`src/rtl/fetch_packer.sv`:
```
// fetch_packer: packs BEAT_W-wide fetch beats into INST_W-wide instructions,
// little-endian, with a registered output stage, stall back-pressure, flush
// with a post-flush drop window and a post-reset wait window.
// Optional macro FETCH_PACKER_PC_CHECK_EN adds a sticky pc-sequence checker.
module fetch_packer #(
    parameter int BEAT_W     = 8,
    parameter int INST_W     = 32,
    parameter int FLUSH_DROP = 1,
    parameter int RST_WAIT   = 2
) (
    input  logic              clk,
    input  logic              rst,
    input  logic              if_valid,
    output logic              if_ready,
    input  logic [31:0]       if_pc,
    input  logic [BEAT_W-1:0] if_data,
    input  logic              flush,
    input  logic              stall,
    output logic              id_valid,
    output logic [31:0]       id_pc,
    output logic [INST_W-1:0] id_inst,
    output logic              pc_err
);
    localparam int NBEAT = INST_W / BEAT_W;
    localparam int IDX_W = (NBEAT > 1) ? $clog2(NBEAT) : 1;
    localparam logic [IDX_W-1:0] LAST      = IDX_W'(NBEAT - 1);
    localparam logic [2:0]       WAIT_INIT = 3'(RST_WAIT);
    localparam logic [2:0]       DROP_INIT = 3'(FLUSH_DROP);

    typedef enum logic [1:0] {WAIT, COLLECT, DROP} state_t;

    state_t            state;
    logic [2:0]        cnt;
    logic [IDX_W-1:0]  idx_p0;
    logic [INST_W-1:0] part_p0;
    logic [31:0]       pc0_p0;
    logic              accept;
    logic              collect_acc;
    logic              last_beat;
    logic [INST_W-1:0] word;
    logic [31:0]       first_pc;

    // Ready: closed while waiting, open while dropping, and in COLLECT closed
    // only for the final beat when the held output cannot be replaced.
    always_comb begin
        if_ready = 1'b0;
        case (state)
            COLLECT: if_ready = !((idx_p0 == LAST) && id_valid && stall);
            DROP:    if_ready = 1'b1;
            default: if_ready = 1'b0;
        endcase
    end

    // Merge the incoming beat into the partial word and pick the word's pc.
    always_comb begin
        accept      = if_valid && if_ready;
        collect_acc = accept && (state == COLLECT);
        last_beat   = collect_acc && (idx_p0 == LAST);
        word        = part_p0;
        word[int'(idx_p0)*BEAT_W +: BEAT_W] = if_data;
        first_pc    = (idx_p0 == '0) ? if_pc : pc0_p0;
    end

    // Control FSM, beat assembly and output stage; rst beats flush beats all.
    always_ff @(posedge clk) begin
        if (rst) begin
            state    <= (RST_WAIT == 0) ? COLLECT : WAIT;
            cnt      <= WAIT_INIT;
            idx_p0   <= '0;
            part_p0  <= '0;
            pc0_p0   <= '0;
            id_valid <= 1'b0;
            id_pc    <= '0;
            id_inst  <= '0;
        end else if (flush) begin
            state    <= (FLUSH_DROP == 0) ? COLLECT : DROP;
            cnt      <= DROP_INIT;
            idx_p0   <= '0;
            part_p0  <= '0;
            pc0_p0   <= '0;
            id_valid <= 1'b0;
            id_pc    <= '0;
            id_inst  <= '0;
        end else begin
            case (state)
                WAIT, DROP: begin
                    if (cnt <= 3'd1) state <= COLLECT;
                    else             cnt   <= cnt - 3'd1;
                end
                COLLECT: begin
                    if (collect_acc) begin
                        if (idx_p0 == LAST) begin
                            idx_p0  <= '0;
                            part_p0 <= '0;
                        end else begin
                            idx_p0  <= idx_p0 + IDX_W'(1);
                            part_p0 <= word;
                        end
                        if (idx_p0 == '0) pc0_p0 <= if_pc;
                    end
                end
                default: state <= WAIT;
            endcase
            // output stage: load on completion, hold under stall, else empty
            if (last_beat) begin
                id_valid <= 1'b1;
                id_pc    <= first_pc;
                id_inst  <= word;
            end else if (!stall) begin
                id_valid <= 1'b0;
                id_pc    <= '0;
                id_inst  <= '0;
            end
        end
    end

`ifdef FETCH_PACKER_PC_CHECK_EN
    logic [31:0] exp_pc;
    assign exp_pc = pc0_p0 + 32'(idx_p0) * 32'(BEAT_W / 8);

    // Sticky flag: any non-first beat whose pc breaks the sequence.
    always_ff @(posedge clk) begin
        if (rst)
            pc_err <= 1'b0;
        else if (!flush && collect_acc && (idx_p0 != '0) && (if_pc != exp_pc))
            pc_err <= 1'b1;
    end
`else
    assign pc_err = 1'b0;
`endif

endmodule

```
`config.mk`:
```
export PLATFORM = sky130hd
export DESIGN_NAME = fetch_packer
export DESIGN_NICKNAME = d
export VERILOG_FILES = /design/src/rtl/fetch_packer.sv
export SDC_FILE = /design/constraint.sdc
export NUM_CORES = 1
export LEC_CHECK = 0
export CORE_MARGIN = 4
export CORE_UTILIZATION = 55
export DETAILED_ROUTE_END_ITERATION = 16
export GPL_ROUTABILITY_DRIVEN = 0
export GPL_TIMING_DRIVEN = 0
export PLACE_DENSITY = 0.83
export SYNTH_ARGS = -nofsm -noshare
export SYNTH_HDL_FRONTEND = slang
export SYNTH_SLANG_ARGS = --single-unit
```
`constraint.sdc`:
```
create_clock -name clk -period 4.1 [get_ports clk]
set_input_delay 0.82 -clock clk [delete_from_list [all_inputs] [get_ports clk]]
set_output_delay 0.82 -clock clk [all_outputs]
set_load 0.03 [all_outputs]
```
==> results by stage, run 1 <==
Setup path:
- The largest single stage delay on the critical path is 700 ps.
- The signal on the critical path passes through clkdlybuf4s50_1, buf_4, nand3_1, a21oi_1, nor2b_1, clkdlybuf4s50_1.
- Setup slack on the worst reg-to-reg path comes out at 1950 ps.
- The category of the worst setup path launch point is an input port.
- The largest fanout of any net on the critical path is 10.
- The start-to-end type of the worst setup path is input port to output pin.
- The endpoint class of the critical path is an output pin.
- At the worst endpoint, the arrival time is 2500 ps.
- The cell repeated most along the worst path is sky130_fd_sc_hd__clkdlybuf4s50_1.
- The largest individual stage delay along the critical path comes from the cell sky130_fd_sc_hd__clkdlybuf4s50_1.
- Counting cells, the worst reg-to-reg path comes to 5.
- The required time of the critical path is between 3000 and 4000 ps.

Logic synthesis:
- The synthesized design contains 128 register bits.
- The count of distinct cell types in the synthesized netlist is 48.
- The largest area contributor in the netlist is sky130_fd_sc_hd__dfxtp_1.
- The async set or reset register ratio after synthesis is 0.
- Yosys mapped a number of flops with a built-in enable equal to 0.
- Counting every net in the synthesized netlist gives between 600 and 700.
- The share of the yosys chip area belonging to registers is 0.453.
- The Yosys step of the flow raised 0 warnings.
- The dominant synthesized flop cell is sky130_fd_sc_hd__dfxtp_1.
- The cell area after synthesis is 5650 µm².
- Yosys attributes the largest share of cell area to sky130_fd_sc_hd__dfxtp_1 (45%), sky130_fd_sc_hd__a21oi_1 (10%), sky130_fd_sc_hd__a211oi_1 (7.3%), sky130_fd_sc_hd__mux2i_1 (5.3%), sky130_fd_sc_hd__o21a_1 (4.0%).
- The mean cell area of the mapped netlist is 9.31 µm².
- Synthesis handed over a netlist of 607 instances.
- Of the post-synthesis cell area, the dominant cell type holds 0.453.

Floorplan:
- The die is 109 µm tall.
- The initial cell density of the core is 0.570.
- Pin placement for this block handled 112 I/O pins.
- The horizontal die dimension is between 100 and 150 µm.
- The core box area is 9910 µm².
- The number of rows in the core area is 36.
- The full die area is 12000 µm².

Clocking:
- The number of sinks handled by clock tree synthesis is 128.
- After clock tree synthesis, the clock-pin slew on the worst setup and hold paths is roughly 60 ps.
- Buffers inserted to repair hold after CTS numbered 0.
- The maximum number of buffers from clock root to sink is 2.
- The TritonCTS clock tree is yes.
- Buffers inserted during clock tree synthesis total 17.
- The cell sitting at the root of the clock tree is a sky130_fd_sc_hd__clkbuf_8.
- The clock reaches the later pin of the worst-skew pair after 520 ps.
- CTS built an H-tree with a depth of 4.
- In this run the post-CTS setup repair buffer count came out at 0.
- The number of gates resized after CTS was 0.

Outcome:
- The run finished with clean final reports.

STA:
- The worst slew margin relative to its limit is 0.592.
- The clock period minus worst slack is 3320 ps.
- After routing, the total negative slack on setup checks comes to 0 ps.
- The clock arrives with 5.87 ps of skew.
- The hold violation count in the final report is 0.
- Timing would allow up to between 0.3 and 0.4 GHz.
- The number of max-slew violations in the final report is 0.
- In the finished design, the share of the clock period the worst path needs comes to 0.809.
- Setup repair after global routing left no endpoint under its margin.
- The slew of the pin with the lowest slew margin is 610 ps.
- Setup violations remaining at the end of the flow were counted as 0.
- Once routing completed, OpenROAD measured the worst setup slack at 781 ps.

Final layout:
- The combined flip-flop and latch cell area is around 2600 µm².
- The filler cells instantiated in the layout total roughly 700.
- The number of diodes added for antenna fixing is 0.
- The proportion of layout cells with a drive suffix above 1 is 0.110.
- Once layout is complete, the utilization of the core stands at 0.758.
- The final layout contains 791 nets.
- The finished layout holds 881 standard cells, fillers aside.
- The area growth from synthesis to final layout is 32.9%.
- In the final layout, the multi-input gates occupy 2750 µm².

Power:
- The worst-case vdd ir drop is 231 µV.
- The net switching component of the power is a little under 700 µW.
- Overall power consumption after layout is estimated at 2.96 mW.
- The logic gate share of total power is 0.065.
- In this run the static leakage power is 2.82 nW.
- The clock network fraction of design power is 0.509.
- The switching part of the total is 0.229.
- For this design the ratio of total power to cell area is just under 400 nW/µm².
- The sequential fraction of design power is 0.426.
- The internal portion of the total power is 2.28 mW.

Global route:
- The pin count of the biggest net entering global routing is 17.
- The global routing usage summed across all routing layers is 0.283.
- Global routing finished with a remaining overflow of 0.
- The via count of the first global-routing pass is approximately 5400.
- The number of antenna violations at the first check in global routing came to 0.
- The first global-routing pass estimated 26700 µm of wire.

Hold path:
- The tightest min-delay check is of the register to register type.
- Counting instances, the worst hold path has a depth of 1.

Routing:
- The mean number of vias per cell is 6.10.
- The first TritonRoute pass finished after 5 iterations.
- In the routed design, unresolved DRC markers number 0.
- The detail route stage leaves a number of antenna-violating nets equal to 0.
- The total number of vias is 5372.
- The count of routing violations after the opening detailed-route iteration is 396.
- The detailed-route wire length is 16300 µm.
- In the final routed layout, each cell accounts on average for around 19 µm.

Placement:
- The number of placed instances, taps included is 850.
- Timing analysis after detailed placement gives a worst setup slack of 827 ps.
- The HPWL after detailed placement is 11200 µm.
- The count of port buffers added during placement is 110.

Flow run:
- The max-capacitance violation count is 0.
cell usage after synthesis (2+ instances only):
master                        n
sky130_fd_sc_hd__clkbuf_2     3
sky130_fd_sc_hd__a22o_1       8
sky130_fd_sc_hd__o21ai_0      5
sky130_fd_sc_hd__buf_6        5
sky130_fd_sc_hd__buf_4        2
sky130_fd_sc_hd__dfxtp_1    128
sky130_fd_sc_hd__mux2i_1     30
sky130_fd_sc_hd__o2bb2ai_1   24
sky130_fd_sc_hd__nor3_1      30
sky130_fd_sc_hd__ha_1        10
sky130_fd_sc_hd__o31ai_1      2
sky130_fd_sc_hd__nand3_1      6
sky130_fd_sc_hd__a21oi_1    118
sky130_fd_sc_hd__nand4_1      2
sky130_fd_sc_hd__inv_1       10
sky130_fd_sc_hd__nand2_1     31
sky130_fd_sc_hd__and4bb_2     2
sky130_fd_sc_hd__o21a_1      30
sky130_fd_sc_hd__nand4b_1     2
sky130_fd_sc_hd__buf_2       27
sky130_fd_sc_hd__nor2_1       4
sky130_fd_sc_hd__a211oi_1    55
sky130_fd_sc_hd__nor2b_1     26
sky130_fd_sc_hd__o211ai_1     3
sky130_fd_sc_hd__mux2_2       2
sky130_fd_sc_hd__clkbuf_1    20
cells by family (layout without fill, tap and decap cells):
group / count (synthesis) / in the layout / share of synthesized area
compound gates: 250 / 250 / 0.288
fa+ha+maj: 10 / 10 / 0.0221
buf+inv: 68 / 209 / 0.0598
flops: 128 / 128 / 0.453
mux: 32 / 32 / 0.0571
other cells: 1 / 1 / 0.000664
simple gates: 118 / 118 / 0.119
final timing paths:
path,start,endpoint
worst max-delay path,stall,if_ready
worst min-delay path,id_inst[16],id_inst[16]
worst max register to register,idx_p0[0],id_inst[27]
worst min register to register,id_inst[16],id_inst[16]
routing by layer:
layer	vias to the layer above	part of all wire	track usage
li1	2499	-	-
met3	46	0.081	0.0763
met4	0	0.026	0.116
met2	254	0.47	0.452
met5	-	0	0
met1	2573	0.42	0.362
through the flow:
step	hold WS [ps]	area, µm²
after floorplan	446	5650
after global placement	446	6920
after detailed placement	449	6920
after CTS	466	7510
after global routing	482	7510
final	460	7510
state kept, by name (all words and copies together) (netlist names):
register  flops
id_pc        32
part_p0      24
pc0_p0       32
id_valid      1
id_inst      32
cnt           3
idx_p0        2
state         2
power groups by stage:
| stage | combinational, mW | clock, mW | sequential (mW) |
|---|---|---|---|
| after global placement | 0.180 | 0 | 1.29 |
| after detailed placement | 0.187 | 0 | 1.29 |
| after global routing | 0.208 | 1.56 | 1.26 |
| after floorplan | 0.102 | 0 | 1.29 |
| final | 0.192 | 1.50 | 1.26 |
| after CTS | 0.189 | 1.51 | 1.26 |
cells in the final DEF, fill, tap and decap left out, types with 10 or more instances in the layout:
cell,Yosys,final
sky130_fd_sc_hd__a211oi_1,55,55
sky130_fd_sc_hd__a21oi_1,118,118
sky130_fd_sc_hd__buf_2,27,27
sky130_fd_sc_hd__clkbuf_1,20,20
sky130_fd_sc_hd__clkbuf_16,0,16
sky130_fd_sc_hd__clkdlybuf4s50_1,0,110
sky130_fd_sc_hd__dfxtp_1,128,128
sky130_fd_sc_hd__ha_1,10,10
sky130_fd_sc_hd__inv_1,10,10
sky130_fd_sc_hd__mux2i_1,30,30
sky130_fd_sc_hd__nand2_1,31,31
sky130_fd_sc_hd__nor2b_1,26,26
sky130_fd_sc_hd__nor3_1,30,30
sky130_fd_sc_hd__o21a_1,30,30
sky130_fd_sc_hd__o2bb2ai_1,24,24
worst max-delay path, delay by kind of cell:
kind,cells,cell delay (ps)
buf+inv,3,1340
simple gates,2,270
compound gates,1,70
area by class of cell:
type,count,share of cell area
Buffer,58,0.0400
Clock buffer,18,0.0570
Clock inverter,13,0.0217
Inverter,10,0.00500
Multi-Input combinational cell,411,0.366
Sequential cell,128,0.341
Tap cell,133,0.0222
Timing Repair Buffer,110,0.147
(Power assumes the default switching activity.)
==> run 2: changes to the inputs <==
--- a/config.mk
+++ b/config.mk
@@ -6,11 +6,11 @@
 export NUM_CORES = 1
 export LEC_CHECK = 0
 export CORE_MARGIN = 4
-export CORE_UTILIZATION = 55
+export CORE_UTILIZATION = 46
 export DETAILED_ROUTE_END_ITERATION = 16
 export GPL_ROUTABILITY_DRIVEN = 0
 export GPL_TIMING_DRIVEN = 0
-export PLACE_DENSITY = 0.83
+export PLACE_DENSITY = 0.74
 export SYNTH_ARGS = -nofsm -noshare
 export SYNTH_HDL_FRONTEND = slang
 export SYNTH_SLANG_ARGS = --single-unit
==> constraint.sdc (replaced) <==
create_clock -name clk -period 2.8 [get_ports clk]
set_input_delay 0.56 -clock clk [delete_from_list [all_inputs] [get_ports clk]]
set_output_delay 0.56 -clock clk [all_outputs]
set_load 0.03 [all_outputs]
==> results by stage, run 2 (same netlist as run 1, synthesis figures left out) <==
Setup path:
- The critical path is of the input port to output pin type.
- The category of the worst setup path launch point is an input port.
- The endpoint class of the critical path is an output pin.
- At the worst endpoint, the required time is 2240 ps.
- Data on the critical path arrives at its endpoint at 1800 ps.
- Along the worst path, the maximum fanout reaches 10.

Final layout:
- The layout net count is 791.
- The number of diodes added for antenna fixing is 0.
- In the final layout, the registers with the most flip-flops are id_inst (32), id_pc (32), pc0_p0 (32).
- The count of fill cells added during filler insertion is between 1000 and 1500.
- The non-filler instance count after layout is approximately 900.
- The proportion of layout cells with a drive suffix above 1 is 0.109.
- The most frequent standard cell in the layout excluding fill and tap cells is sky130_fd_sc_hd__dfxtp_1.
- The area growth from synthesis to final layout is 35.1%.
- The post-route core utilization is 0.636.
- Leaving out fill and tap cells, the most frequent cells in the layout are sky130_fd_sc_hd__dfxtp_1 (128), sky130_fd_sc_hd__a21oi_1 (118), sky130_fd_sc_hd__clkdlybuf4s50_1 (109), sky130_fd_sc_hd__a211oi_1 (55), sky130_fd_sc_hd__nand2_1 (31).

Routing:
- In the routed layout, each cell is associated on average with a via count of 5.80.
- The first-pass iteration count of the detailed router is 5.
- In this run the remaining antenna-violating nets after routing total 0.
- The detailed-route wire length is ~17000 µm.
- The first routing iteration left 369 violations.
- The DRC violation count after routing is 0.
- The detailed router placed 5196 vias in this run.
- The detailed-route wire length per cell is 18.4 µm.

Clocking:
- The number of H-tree levels is 4.
- The number of setup buffers added after CTS is 0.
- CTS saw 128 sinks.
- In this run, post-CTS repair resized a total of 0 instances.
- In this run the clock root is driven by a sky130_fd_sc_hd__clkbuf_16.
- The CTS buffer count is 17.
- The clock-pin slew on the worst setup and hold paths is 50 ps.
- The TritonCTS clock tree is yes.
- Hold repair after CTS inserted 0 buffers.
- Counting along the longest clock path gives a buffer depth of 2.
- The source-to-sink clock delay at the later pin of the worst-skew pair is 420 ps.

Global route:
- The via count of the first global-routing pass is 5209.
- The pin count of the biggest net entering global routing is 17.
- After global routing the overflow that remains totals 0.
- In the global route stage, overall resource usage came out at 0.232.
- The number of antenna violations at the first check in global routing was 0.
- The wire length of the first global-routing pass is roughly 26000 µm.

STA:
- The slew of the pin with the lowest slew margin is 612 ps.
- Setup repair after global routing left no endpoint under its margin.
- The number of max-slew violations in the final report is 0.
- The clock skew after layout is 7.64 ps.
- After routing, the total negative slack on setup checks comes to 0 ps.
- Based on the critical path, the design can be clocked at up to 0.423 GHz.
- The setup-violating endpoint count in the final report is 0.
- The clock period minus worst slack is 2360 ps.
- The hold violation count in the final report came to 0.
- After layout, the worst setup slack is roughly 440 ps.
- The post-route clock period utilization is 0.844.
- The worst slew margin relative to its limit is 0.592.

Floorplan:
- The overall die height is between 100 and 150 µm.
- The die covers roughly 14000 µm².
- The initial cell density of the core is 0.471.
- The core box area is 12000 µm².
- Pin placement for this block handled 112 I/O pins.
- The floorplan has 40 rows.
- The horizontal die dimension is about 120 µm.

Placement:
- OpenSTA, run right after detailed placement, puts the worst setup slack at 67.1 ps.
- In this run the tool buffered the top-level ports with 110 buffer cells.
- Including well taps, the total number of placed cells is 864.
- The post-detailed-placement half-perimeter wirelength is 11500 µm.

Outcome:
- The run finished with clean final reports.

Power:
- The total power of the final layout is 4.71 mW.
- The leakage power is 2.89 nW.
- The power density of the placed cells is 617 nW/µm².
- The worst-case vdd ir drop is 349 µV.

Hold path:
- The type of the tightest min-delay check is register to register.

Flow run:
- The max-capacitance violation count is 0.
[run 2: cell count changes in the layout (fill, tap and decap cells not counted), sizes merged]
| cell | delta |
|---|---|
| clkinvlp | -1 |
| dlymetal6s2s | +1 |
| bufinv | +3 |
| clkbuf | +5 |
| clkinv | -4 |
| clkdlybuf4s50 | -1 |
| inv | -2 |
[run 2: worst paths after layout]
| path | depth (start not counted) | slack (ps) | from | to |
|---|---|---|---|---|
| setup / recovery | 6 | 440 | stall | if_ready |
| hold / removal | 1 | 460 | id_inst[23] | id_inst[23] |
| setup reg to reg | 5 | 590 | idx_p0[0] | id_inst[25] |
| hold reg to reg | 1 | 460 | id_inst[23] | id_inst[23] |
[run 2: critical path, stage by stage]
cell	delay [ps]
sky130_fd_sc_hd__clkdlybuf4s50_1	440
sky130_fd_sc_hd__buf_4	190
sky130_fd_sc_hd__nand3_1	90
sky130_fd_sc_hd__a21oi_1	70
sky130_fd_sc_hd__nor2b_1	140
sky130_fd_sc_hd__dlymetal6s2s_1	320
[run 2: layer usage]
layer  vias up  GRT usage  share of wire
li1       2495          -              -
met1      2495      0.301           0.44
met2       176      0.374           0.48
met3        30     0.0589          0.062
met4         0     0.0854          0.018
met5         -          0              0
[run 2: cell type report]
type / count / area, µm² / share of cell area
Multi-Input combinational cell: 411 / 2750 / 0.360
Inverter: 10 / 37.5 / 0.00491
Clock inverter: 9 / 200 / 0.0262
Sequential cell: 128 / 2560 / 0.336
Timing Repair Buffer: 110 / 1100 / 0.144
Tap cell: 147 / 184 / 0.0241
Buffer: 58 / 300 / 0.0393
Clock buffer: 23 / 498 / 0.0652
[run 2: where the power goes]
| part | internal (mW) | leakage, nW | switching (mW) |
|---|---|---|---|
| Combinational | 0.123 | 1.52 | 0.154 |
| Sequential | 1.84 | 1.03 | 0.00986 |
| Clock | 1.79 | 0.336 | 0.799 |
| Total | 3.75 | 2.89 | 0.963 |
[run 2: per-stage QoR]
stage / hold WS, ps / cell area, µm²
3_5_place_dp: 449 / 6940
5_1_grt: 478 / 7640
3_3_place_gp: 446 / 6940
2_1_floorplan: 446 / 5650
4_1_cts: 465 / 7630
6_report: 463 / 7640
